**src/rtl/lud_pkg.sv**
```systemverilog
// Shared definitions for the LU-decomposition control path.
//   - Default widths for the control word, the repeat field and the
//     instruction memory address.
//   - Instruction word layout: {rep, ctrl}, with the repeat field in the MSBs.
//   - Sequencer state encoding.
package lud_pkg;

    localparam int LUD_CTRL_WIDTH      = 60;
    localparam int LUD_REP_WIDTH       = 8;
    localparam int LUD_IMEM_ADDR_WIDTH = 10;
    localparam int LUD_WORD_WIDTH      = LUD_REP_WIDTH + LUD_CTRL_WIDTH;

    // The repeat field starts right above the control field.
    localparam int REP_LSB = LUD_CTRL_WIDTH;

    typedef enum logic [1:0] {
        ST_IDLE  = 2'd0,
        ST_PRIME = 2'd1,
        ST_RUN   = 2'd2
    } seq_state_e;

endpackage

```
**src/rtl/lud_ctrl_prefetch.sv**
```systemverilog
// Instruction fetch engine for lud_ctrl_sequencer.
// It holds the read address counter, a one-entry prefetch slot and the flag
// for a read whose data returns in the current cycle. The word offered to the
// sequencer comes from the slot when it is full. Otherwise it comes straight
// from the memory read data (bypass).
// Ports:
//   clk, rst     clock, synchronous active-high reset
//   flush        drop the slot and any returning data, stop fetching
//   restart      accepted start: read address 0 now, continue from 1
//   consume      the sequencer takes the offered word this cycle
//   prog_last    address of the last instruction (latched by the sequencer)
//   imem_rd_en   read strobe to the instruction memory
//   imem_addr    read address to the instruction memory
//   imem_rdata   read data, valid one cycle after imem_rd_en
//   word         offered instruction word
//   word_valid   the offered word is real data
module lud_ctrl_prefetch
    import lud_pkg::*;
#(
    parameter int WORD_WIDTH = LUD_WORD_WIDTH,
    parameter int ADDR_WIDTH = LUD_IMEM_ADDR_WIDTH
) (
    input  logic                  clk,
    input  logic                  rst,
    input  logic                  flush,
    input  logic                  restart,
    input  logic                  consume,
    input  logic [ADDR_WIDTH-1:0] prog_last,
    output logic                  imem_rd_en,
    output logic [ADDR_WIDTH-1:0] imem_addr,
    input  logic [WORD_WIDTH-1:0] imem_rdata,
    output logic [WORD_WIDTH-1:0] word,
    output logic                  word_valid
);

    logic [WORD_WIDTH-1:0] pf_r;
    logic                  pf_valid_r;
    logic                  rd_pending_r;
    // One bit wider than the address so the counter can step past an
    // all-ones prog_last instead of wrapping back to 0.
    logic [ADDR_WIDTH:0]   next_addr_r;
    logic                  in_range_s;
    logic                  occupied_s;

    assign word       = pf_valid_r ? pf_r : imem_rdata;
    assign word_valid = pf_valid_r | rd_pending_r;

    // Read issue: a restart always reads address 0. Otherwise a read is
    // issued only when the slot plus in-flight data will be empty after
    // this cycle's consume.
    always_comb begin
        in_range_s = (next_addr_r <= {1'b0, prog_last});
        occupied_s = (pf_valid_r | rd_pending_r) & ~consume;
        imem_rd_en = 1'b0;
        imem_addr  = '0;
        if (flush) begin
            imem_rd_en = 1'b0;
        end else if (restart) begin
            imem_rd_en = 1'b1;
        end else if (in_range_s && !occupied_s) begin
            imem_rd_en = 1'b1;
            imem_addr  = next_addr_r[ADDR_WIDTH-1:0];
        end else begin
            imem_rd_en = 1'b0;
        end
    end

    // Prefetch slot, returning-data flag and fetch address counter.
    // While parked, the counter is all-ones, which is above any prog_last.
    // This way no stale read can fire between programs.
    always_ff @(posedge clk) begin
        if (rst) begin
            pf_r         <= '0;
            pf_valid_r   <= 1'b0;
            rd_pending_r <= 1'b0;
            next_addr_r  <= {(ADDR_WIDTH + 1){1'b1}};
        end else if (flush) begin
            pf_valid_r   <= 1'b0;
            rd_pending_r <= 1'b0;
            next_addr_r  <= {(ADDR_WIDTH + 1){1'b1}};
        end else begin
            rd_pending_r <= imem_rd_en;
            if (restart) begin
                next_addr_r <= (ADDR_WIDTH + 1)'(1'b1);
            end else if (imem_rd_en) begin
                next_addr_r <= next_addr_r + (ADDR_WIDTH + 1)'(1'b1);
            end
            // Returning data is parked unless the bypass takes it right now.
            if (rd_pending_r && (pf_valid_r || !consume)) begin
                pf_r       <= imem_rdata;
                pf_valid_r <= 1'b1;
            end else if (consume) begin
                pf_valid_r <= 1'b0;
            end
        end
    end

endmodule

```
**src/rtl/lud_ctrl_sequencer.sv**
```systemverilog
// Control-word sequencer feeding LUDHardware.
// It plays a pre-compiled program from the instruction memory. It drives one
// control word per clock, and holds each word for rep+1 cycles.
// Ports:
//   CLK_100, RST  clock, synchronous active-high reset
//   start         pulse that begins a program (ignored while busy)
//   abort         synchronous stop, wins over start
//   prog_last     address of the last instruction, sampled on accepted start
//   imem_rd_en    instruction memory read strobe
//   imem_addr     instruction memory read address
//   imem_rdata    instruction memory read data, {rep, ctrl}
//   CTRL_Signal   registered control word to the datapath
//   cur_addr      address of the word currently on CTRL_Signal
//   busy          program in progress
//   done          one-cycle pulse on normal completion
module lud_ctrl_sequencer
    import lud_pkg::*;
#(
    parameter int CTRL_WIDTH      = LUD_CTRL_WIDTH,
    parameter int REP_WIDTH       = LUD_REP_WIDTH,
    parameter int IMEM_ADDR_WIDTH = LUD_IMEM_ADDR_WIDTH
) (
    input  logic                            CLK_100,
    input  logic                            RST,
    input  logic                            start,
    input  logic                            abort,
    input  logic [IMEM_ADDR_WIDTH-1:0]      prog_last,
    output logic                            imem_rd_en,
    output logic [IMEM_ADDR_WIDTH-1:0]      imem_addr,
    input  logic [CTRL_WIDTH+REP_WIDTH-1:0] imem_rdata,
    output logic [CTRL_WIDTH-1:0]           CTRL_Signal,
    output logic [IMEM_ADDR_WIDTH-1:0]      cur_addr,
    output logic                            busy,
    output logic                            done
);

    localparam int WORD_WIDTH = CTRL_WIDTH + REP_WIDTH;

    seq_state_e                 state_r, state_nxt_s;
    logic [CTRL_WIDTH-1:0]      ctrl_r, ctrl_nxt_s;
    logic [REP_WIDTH-1:0]       rep_cnt_r, rep_nxt_s;
    logic [IMEM_ADDR_WIDTH-1:0] cur_addr_r, cur_nxt_s;
    logic [IMEM_ADDR_WIDTH-1:0] last_r, last_nxt_s;
    logic                       busy_r, busy_nxt_s;
    logic                       done_r, done_nxt_s;
    logic                       start_ok_s;
    logic                       consume_s;
    logic                       flush_s;
    logic [WORD_WIDTH-1:0]      word_s;
    logic                       word_valid_s;

    assign flush_s     = RST | abort;
    assign CTRL_Signal = ctrl_r;
    assign cur_addr    = cur_addr_r;
    assign busy        = busy_r;
    assign done        = done_r;

    lud_ctrl_prefetch #(
        .WORD_WIDTH (WORD_WIDTH),
        .ADDR_WIDTH (IMEM_ADDR_WIDTH)
    ) u_prefetch (
        .clk        (CLK_100),
        .rst        (RST),
        .flush      (flush_s),
        .restart    (start_ok_s),
        .consume    (consume_s),
        .prog_last  (last_r),
        .imem_rd_en (imem_rd_en),
        .imem_addr  (imem_addr),
        .imem_rdata (imem_rdata),
        .word       (word_s),
        .word_valid (word_valid_s)
    );

    // Next-state and next-output decode for the IDLE/PRIME/RUN sequencer.
    always_comb begin
        state_nxt_s = state_r;
        ctrl_nxt_s  = ctrl_r;
        rep_nxt_s   = rep_cnt_r;
        cur_nxt_s   = cur_addr_r;
        last_nxt_s  = last_r;
        busy_nxt_s  = busy_r;
        done_nxt_s  = 1'b0;
        start_ok_s  = 1'b0;
        consume_s   = 1'b0;
        if (abort) begin
            state_nxt_s = ST_IDLE;
            ctrl_nxt_s  = '0;
            rep_nxt_s   = '0;
            cur_nxt_s   = '0;
            busy_nxt_s  = 1'b0;
        end else begin
            case (state_r)
                ST_IDLE: begin
                    if (start) begin
                        start_ok_s  = 1'b1;
                        last_nxt_s  = prog_last;
                        busy_nxt_s  = 1'b1;
                        state_nxt_s = ST_PRIME;
                    end else begin
                        state_nxt_s = ST_IDLE;
                    end
                end
                ST_PRIME: begin
                    // Word 0 arrives on the bypass in this cycle.
                    consume_s   = 1'b1;
                    ctrl_nxt_s  = word_s[CTRL_WIDTH-1:0];
                    rep_nxt_s   = word_s[WORD_WIDTH-1:CTRL_WIDTH];
                    cur_nxt_s   = '0;
                    state_nxt_s = ST_RUN;
                end
                ST_RUN: begin
                    if (rep_cnt_r != '0) begin
                        rep_nxt_s = rep_cnt_r - REP_WIDTH'(1'b1);
                    end else if (cur_addr_r == last_r) begin
                        ctrl_nxt_s  = '0;
                        rep_nxt_s   = '0;
                        cur_nxt_s   = '0;
                        busy_nxt_s  = 1'b0;
                        done_nxt_s  = 1'b1;
                        state_nxt_s = ST_IDLE;
                    end else if (word_valid_s) begin
                        consume_s  = 1'b1;
                        ctrl_nxt_s = word_s[CTRL_WIDTH-1:0];
                        rep_nxt_s  = word_s[WORD_WIDTH-1:CTRL_WIDTH];
                        cur_nxt_s  = cur_addr_r + IMEM_ADDR_WIDTH'(1'b1);
                    end else begin
                        // Next word not yet available: hold the current one.
                        state_nxt_s = ST_RUN;
                    end
                end
                default: begin
                    state_nxt_s = ST_IDLE;
                    ctrl_nxt_s  = '0;
                    rep_nxt_s   = '0;
                    cur_nxt_s   = '0;
                    busy_nxt_s  = 1'b0;
                end
            endcase
        end
    end

    // State register and registered outputs.
    always_ff @(posedge CLK_100) begin
        if (RST) begin
            state_r    <= ST_IDLE;
            ctrl_r     <= '0;
            rep_cnt_r  <= '0;
            cur_addr_r <= '0;
            last_r     <= '0;
            busy_r     <= 1'b0;
            done_r     <= 1'b0;
        end else begin
            state_r    <= state_nxt_s;
            ctrl_r     <= ctrl_nxt_s;
            rep_cnt_r  <= rep_nxt_s;
            cur_addr_r <= cur_nxt_s;
            last_r     <= last_nxt_s;
            busy_r     <= busy_nxt_s;
            done_r     <= done_nxt_s;
        end
    end

endmodule

```
**config.mk**
```make
export PLATFORM = sky130hd
export DESIGN_NAME = lud_ctrl_sequencer
export DESIGN_NICKNAME = d
export VERILOG_FILES = /design/src/rtl/lud_pkg.sv /design/src/rtl/lud_ctrl_prefetch.sv /design/src/rtl/lud_ctrl_sequencer.sv
export SDC_FILE = /design/constraint.sdc
export NUM_CORES = 1
export LEC_CHECK = 0
export BUFFER_PORTS_ARGS = -buffer_cell sky130_fd_sc_hd__buf_4
export CELL_PAD_IN_SITES_DETAIL_PLACEMENT = 0
export CELL_PAD_IN_SITES_GLOBAL_PLACEMENT = 1
export CORE_AREA = 5 5 159 146
export DETAILED_ROUTE_END_ITERATION = 12
export DIE_AREA = 0 0 164 151
export PLACE_DENSITY = 0.74
export SYNTH_ARGS = -nofsm -noshare
export SYNTH_HDL_FRONTEND = slang
export SYNTH_SLANG_ARGS = --single-unit
```
**constraint.sdc**
```tcl
create_clock -name CLK_100 -period 2.7 [get_ports CLK_100]
set_input_delay 0.54 -clock CLK_100 [delete_from_list [all_inputs] [get_ports CLK_100]]
set_output_delay 0.54 -clock CLK_100 [all_outputs]
set_load 0.05 [all_outputs]
```
== Word-level counts from Yosys, hierarchy flattened ==
Cells that the tools add are included.

* Reductions and logical operators: 19
* Bitwise gates (word level): 9
* $add $sub $neg: 3
* Div/mod/pow operators: 0
* Shifts and indexed selects: 0
* $mul: 0
* Eq/ne operators: 9
* Muxes and demuxes: 41
* Magnitude comparators: 1

{| class="wikitable"
|+ Operators with widths
! cell !! count
|-
| $mux 60 || 3
|-
| $pmux 60 s3 || 1
|-
| $mux 68 || 1
|-
| $mux 10 || 6
|-
| $mux 8 || 3
|-
| $pmux 8 s3 || 1
|-
| $mux 11 || 2
|-
| $pmux 10 s2 || 1
|-
| $mux 1 || 17
|-
| $add 11x1->11 const B || 1
|-
| $le 11x10->1 || 1
|-
| $add 10x1->10 const B || 1
|-
| $eq 10x10->1 || 1
|-
| $reduce_bool 8->1 || 1
|-
| $sub 8x1->8 const B || 1
|-
| $mux 2 || 3
|-
| $ne 2x2->1 const B || 3
|-
| $not 1->1 || 6
|-
| $pmux 2 s3 || 1
|-
| $reduce_and 2->1 || 3
|-
| $reduce_and 3->1 || 2
|-
| $ne 4x3->1 const B || 1
|-
| $reduce_and 4->1 || 1
|-
| $reduce_bool 2->1 || 2
|-
| other kinds (15) || 19
|}

* ROM bits: 0
* Bits in registers: 173
* Memories: 0
* Bits in latches: 0
* Logic and storage cells: 94
* Bits in writable memories: 0
* Output and inout bits: 83
* Bits of input ports: 82

== Longest topological paths before layout ==
* Word-level depth: 15
* Depth in mapped cells: 11
* Mapped depth without buffers: 9

== Modules after synthesis ==
Synthesis repeated with hierarchy kept, for this count alone.

* Cell total of the unflattened synthesis: 893
* Area total of the unflattened synthesis: 8049.0 um2

{| class="wikitable"
|+ Modules (own cells, without submodules)
! module !! seq. area each (um2) !! cells an instance !! area an instance (um2) !! instances
|-
| lud_ctrl_prefetch || 1621.6 || 516 || 4226.6 || 1
|-
| lud_ctrl_sequencer || 1841.8 || 377 || 3822.4 || 1
|}

== Worst setup path before layout ==
OpenSTA, ideal clock, no wires.

* Path kind: register -> output
* From: register cur_addr_r[4] (netlist: cur_addr[4])
* To: output port imem_addr[0]
* Slack: -439 ps
* Buffers on the path: 2
* Arrival time: 2599 ps
* Stages on the path, launching flop included: 10
* Cells stage by stage: dfxtp_1 > xor2_1 > nor4_1 > nand3_1 > a31o_2 > and2_1 > buf_2 > and3_1 > clkbuf_1 > and2_1

* Cells in the longest elaborated chain, start to end: 12

{| class="wikitable"
|+ RTL lines
! what !! RTL line !! text
|-
| start: declaration || lud_ctrl_sequencer.sv:42 || <nowiki>logic [IMEM_ADDR_WIDTH-1:0] cur_addr_r, cur_nxt_s;</nowiki>
|-
| start signal: assignment || lud_ctrl_sequencer.sv:157 || <nowiki>cur_addr_r <= cur_nxt_s;</nowiki>
|-
| $eq 10x10->1 || lud_ctrl_sequencer.sv:115 || <nowiki>end else if (cur_addr_r == last_r) begin</nowiki>
|-
| $mux 1 || lud_ctrl_sequencer.sv:115 ||
|-
| $mux 1 || lud_ctrl_sequencer.sv:113 || <nowiki>if (rep_cnt_r != '0) begin</nowiki>
|-
| $pmux 1 s2 || lud_ctrl_sequencer.sv:93 || <nowiki>case (state_r)</nowiki>
|-
| $mux 1 || lud_ctrl_sequencer.sv:86 || <nowiki>if (abort) begin</nowiki>
|-
| $not 1->1 || lud_ctrl_prefetch.sv:53 || <nowiki>occupied_s = (pf_valid_r | rd_pending_r) & ~consume;</nowiki>
|-
| $and 1x1->1 || lud_ctrl_prefetch.sv:53 ||
|-
| $logic_not 1->1 || lud_ctrl_prefetch.sv:60 || <nowiki>end else if (in_range_s && !occupied_s) begin</nowiki>
|-
| $logic_and 1x1->1 || lud_ctrl_prefetch.sv:60 ||
|-
| $mux 10 || lud_ctrl_prefetch.sv:60 ||
|-
| $mux 10 || lud_ctrl_prefetch.sv:58 || <nowiki>end else if (restart) begin</nowiki>
|-
| $mux 10 || lud_ctrl_prefetch.sv:56 || <nowiki>if (flush) begin</nowiki>
|-
| end: declaration || lud_ctrl_sequencer.sv:29 || <nowiki>output logic [IMEM_ADDR_WIDTH-1:0] imem_addr,</nowiki>
|}

No other way between the ends.

== Final worst setup path ==
* From: register last_r[0]
* To: output port imem_addr[4]

* Cells in the longest elaborated chain, start to end: 12
* Elaborated cells on any way between the ends: 13
* Those cells by class: 1 x order compare; 1 x eq/ne; 7 x mux; 2 x bitwise; 2 x reduce/logical

{| class="wikitable"
|+ RTL lines
! what !! RTL line !! text
|-
| start: declaration || lud_ctrl_sequencer.sv:43 || <nowiki>logic [IMEM_ADDR_WIDTH-1:0] last_r, last_nxt_s;</nowiki>
|-
| start signal: assignment || lud_ctrl_sequencer.sv:158 || <nowiki>last_r <= last_nxt_s;</nowiki>
|-
| $eq 10x10->1 || lud_ctrl_sequencer.sv:115 ||
|-
| $mux 1 || lud_ctrl_sequencer.sv:115 ||
|-
| $mux 1 || lud_ctrl_sequencer.sv:113 ||
|-
| $pmux 1 s2 || lud_ctrl_sequencer.sv:93 ||
|-
| $mux 1 || lud_ctrl_sequencer.sv:86 ||
|-
| $not 1->1 || lud_ctrl_prefetch.sv:53 ||
|-
| $and 1x1->1 || lud_ctrl_prefetch.sv:53 ||
|-
| $logic_not 1->1 || lud_ctrl_prefetch.sv:60 ||
|-
| $logic_and 1x1->1 * || lud_ctrl_prefetch.sv:60 ||
|-
| $mux 10 * || lud_ctrl_prefetch.sv:60 ||
|-
| $mux 10 * || lud_ctrl_prefetch.sv:58 ||
|-
| $mux 10 * || lud_ctrl_prefetch.sv:56 ||
|}

Mark *: on every way between the ends. The rest lies on a longest branch, timed or not.

==> run summary <==
global-route wire length before repair: 33500 um
Syn Inst Count: 893
WL per Instance: 15.3 um
Core ar.: 0.0213 mm^2
sequential share of the synthesized area: 44.7%
flop-to-flop setup slack: -0.14 ns
Synth Area per Inst: 8.68 um^2
dpl ws: -0.101 ns
Clock Skews: 0.0197 ns
Post-DP Area: 0.00950 mm^2
post-route setup slack: -0.211 ns
Die Width: 164 um
HP Class: input port to register
yosys warns: 0
Synth top cells by count: dfxtp_1 (173), nand2_1 (98), inv_1 (85), o21ai_0 (85), mux2i_1 (70)
P_leak: 4.31 nW
clk root buf: clkbuf_16
initial antenna violation count: 0
count leader, synth: dfxtp_1
number of max-cap violations: 0
Setup violations, final: 71
Slew HR: 25.3%
WS Path Type: register to output pin
fin crit period: 2.91 ns
max-slew violations: 0
GRT overflow: 0
mapped cell area: 0.00775 mm^2
DRC: 0
fin area: 0.0105 mm^2
PD cells: 542 mW/mm^2
CTS tree: yes
Total GRT Usage: 17.0%
critical path startpoint category: register
Clk Latency, worst-skew pair: 0.44 ns
RSZ-0062 raised after global routing: true
CP arrival: 2.37 ns
leading area contributor after synthesis: dfxtp_1
num ports: 165
Area growth, synth to finish: 35.1%
number of global-route vias before repair: 6357
Antenna Cells: 0
failing checks: setup timing
Via Count: 6620
Post-synth EDFFs: 0
commonest register cell after synthesis: dfxtp_1
drt initial violations: 324
post-layout util: 49.1%
CTS Sinks: 173
antenna-violating nets left: 0
Synth area leaders: dfxtp_1 (45%), mux2i_1 (9.0%), nand3b_1 (6.7%)
largest net degree at the start of global routing: 123
layout cells sized above 1: 28.6%
#FFs+latches synth: 173
CTS Hold Buffers Added: 0
total CTS buffers: 17
Rows: 51
Vias/cell: 4.80
starting density of the core: 36.4%
syn_nets: 991
number of I/O port buffers: 164
DIE AREA: 0.0248 mm^2
Placer Congestion: 0.844
Final period util: 108%
f_max: 0.344 GHz
top-area cell type share of the netlist area: 44.7%
Cell variety after synth: 51
Hold Fails Final Rpt: 0
die height: 151 um
clock buffer depth: 2
Nets: 1173
drt total wl: 21100 um
peak supply drop: 446 uV
Crit Path Max Fanout: 5
Critical Path RT: 2.16 ns
outcome: complete, but fails checks
slew of the pin with the lowest slew margin: 1.12 ns
Detailed Place HPWL: 14100 um
H-tree depth: 4
crit end category: output pin
drt pass-1 iters: 5
Async SR Flop Fraction: 0%
clk slew on worst S/H paths: 0.08 ns
per-stage QoR:
| stage | total power [mW] | std cells | hold WS (ns) | TNS [ns] |
|---|---|---|---|---|
| detailed placement | 3.09 | 1334 | 0.442 | -0.969 |
| global placement | 3.09 | 1334 | 0.437 | 0 |
| CTS | 5.72 | 1372 | 0.340 | -2.55 |
| finish | 5.67 | 1379 | 0.361 | -7.63 |
| floorplan | 2.88 | 893 | 0.456 | 0 |
| global route | 5.92 | 1379 | 0.337 | -14.71 |
final timing paths:
kind	cells past startpoint	end	start
max	8	imem_addr[4]	last_r[0]
min	3	last_r[4]	prog_last[4]
max reg2reg	10	CTRL_Signal[21]	cur_addr[7]
min reg2reg	2	CTRL_Signal[33]	CTRL_Signal[33]
final cells by class:
| cell class | instances | area [um^2] |
|---|---|---|
| clock buffers | 17 | 425 |
| clock inverters | 15 | 219 |
| fillers | 2090 | 10800 |
| inverters | 85 | 319 |
| multi-input cells | 581 | 3900 |
| flip-flops and latches | 173 | 3510 |
| well taps | 291 | 364 |
| repair buffers | 217 | 1730 |
report_power, final:
group	switching, mW	internal (mW)	leakage [nW]	total, mW
Clock	1.29	1.30	0.308	2.60
Sequential	0.0227	2.57	1.41	2.59
Combinational	0.247	0.237	2.60	0.484
timing repair:
action,4_1_cts,5_1_grt
gates resized for setup,30,23
pin swaps,8,10
cloned,1,0
buffers inserted,5,7
endpoints found under the setup margin,11,71
layer usage:
| layer | vias up | track usage [%] | wire length, um |
|---|---|---|---|
| li1 | 3402 | - | - |
| met1 | 3035 | 23.0 | 9820 |
| met2 | 172 | 26.2 | 9490 |
| met3 | 11 | 5.66 | 1580 |
| met4 | 0 | 3.94 | 167 |
| met5 | - | 0 | 0 |
worst max-delay path: stages, from the launching register on:
cell,delay [ns]
dfxtp_4,0.37
xor2_2,0.18
nor4_4,0.32
nand3_2,0.14
a31o_4,0.26
and2_4,0.17
and3_4,0.20
and2_4,0.16
buf_8,0.14
cell families after synthesis:
kind of cell | count (synthesis) | synth area share (%)
AO/OA/AOI/OAI | 201 | 14.3
XOR/XNOR | 30 | 3.39
adder cells (fa/ha/maj) | 16 | 2.58
buffers and inverters | 140 | 7.62
flip-flops | 173 | 44.7
multiplexers | 71 | 9.19
AND/OR/NAND/NOR | 262 | 18.2
sequential cells by signal (all words and copies together), names as in the netlist:
| register | flops |
|---|---|
| u_prefetch.pf_r | 68 |
| CTRL_Signal | 60 |
| u_prefetch.next_addr_r | 11 |
| cur_addr | 10 |
| last_r | 10 |
| rep_cnt_r | 8 |
| state_r | 2 |
| busy | 1 |
| done | 1 |
| u_prefetch.pf_valid_r | 1 |
| u_prefetch.rd_pending_r | 1 |
layout by cell type, fill, tap and decap left out, types with 3 or more instances in the layout:
| cell | instances |
|---|---|
| a21oi_1 | 23 |
| a31oi_1 | 4 |
| and2_4 | 11 |
| and3_1 | 5 |
| buf_12 | 3 |
| buf_4 | 203 |
| buf_6 | 5 |
| buf_8 | 6 |
| clkbuf_16 | 17 |
| clkinv_8 | 6 |
| dfxtp_1 | 155 |
| dfxtp_2 | 8 |
| dfxtp_4 | 10 |
| ha_1 | 11 |
| ha_4 | 4 |
| inv_1 | 85 |
| inv_12 | 5 |
| mux2i_1 | 70 |
| nand2_1 | 98 |
| nand2b_1 | 3 |
| nand3_1 | 10 |
| nand3b_1 | 69 |
| nand4_1 | 7 |
| nor2_1 | 23 |
| nor2_4 | 3 |
| nor3_1 | 7 |
| nor4_1 | 3 |
| o21ai_0 | 84 |
| o21ai_1 | 64 |
| o22ai_1 | 4 |
| or3_1 | 3 |
| xnor2_1 | 4 |
| xor2_1 | 24 |
Note: power is estimated with default switching activity, not from simulation.
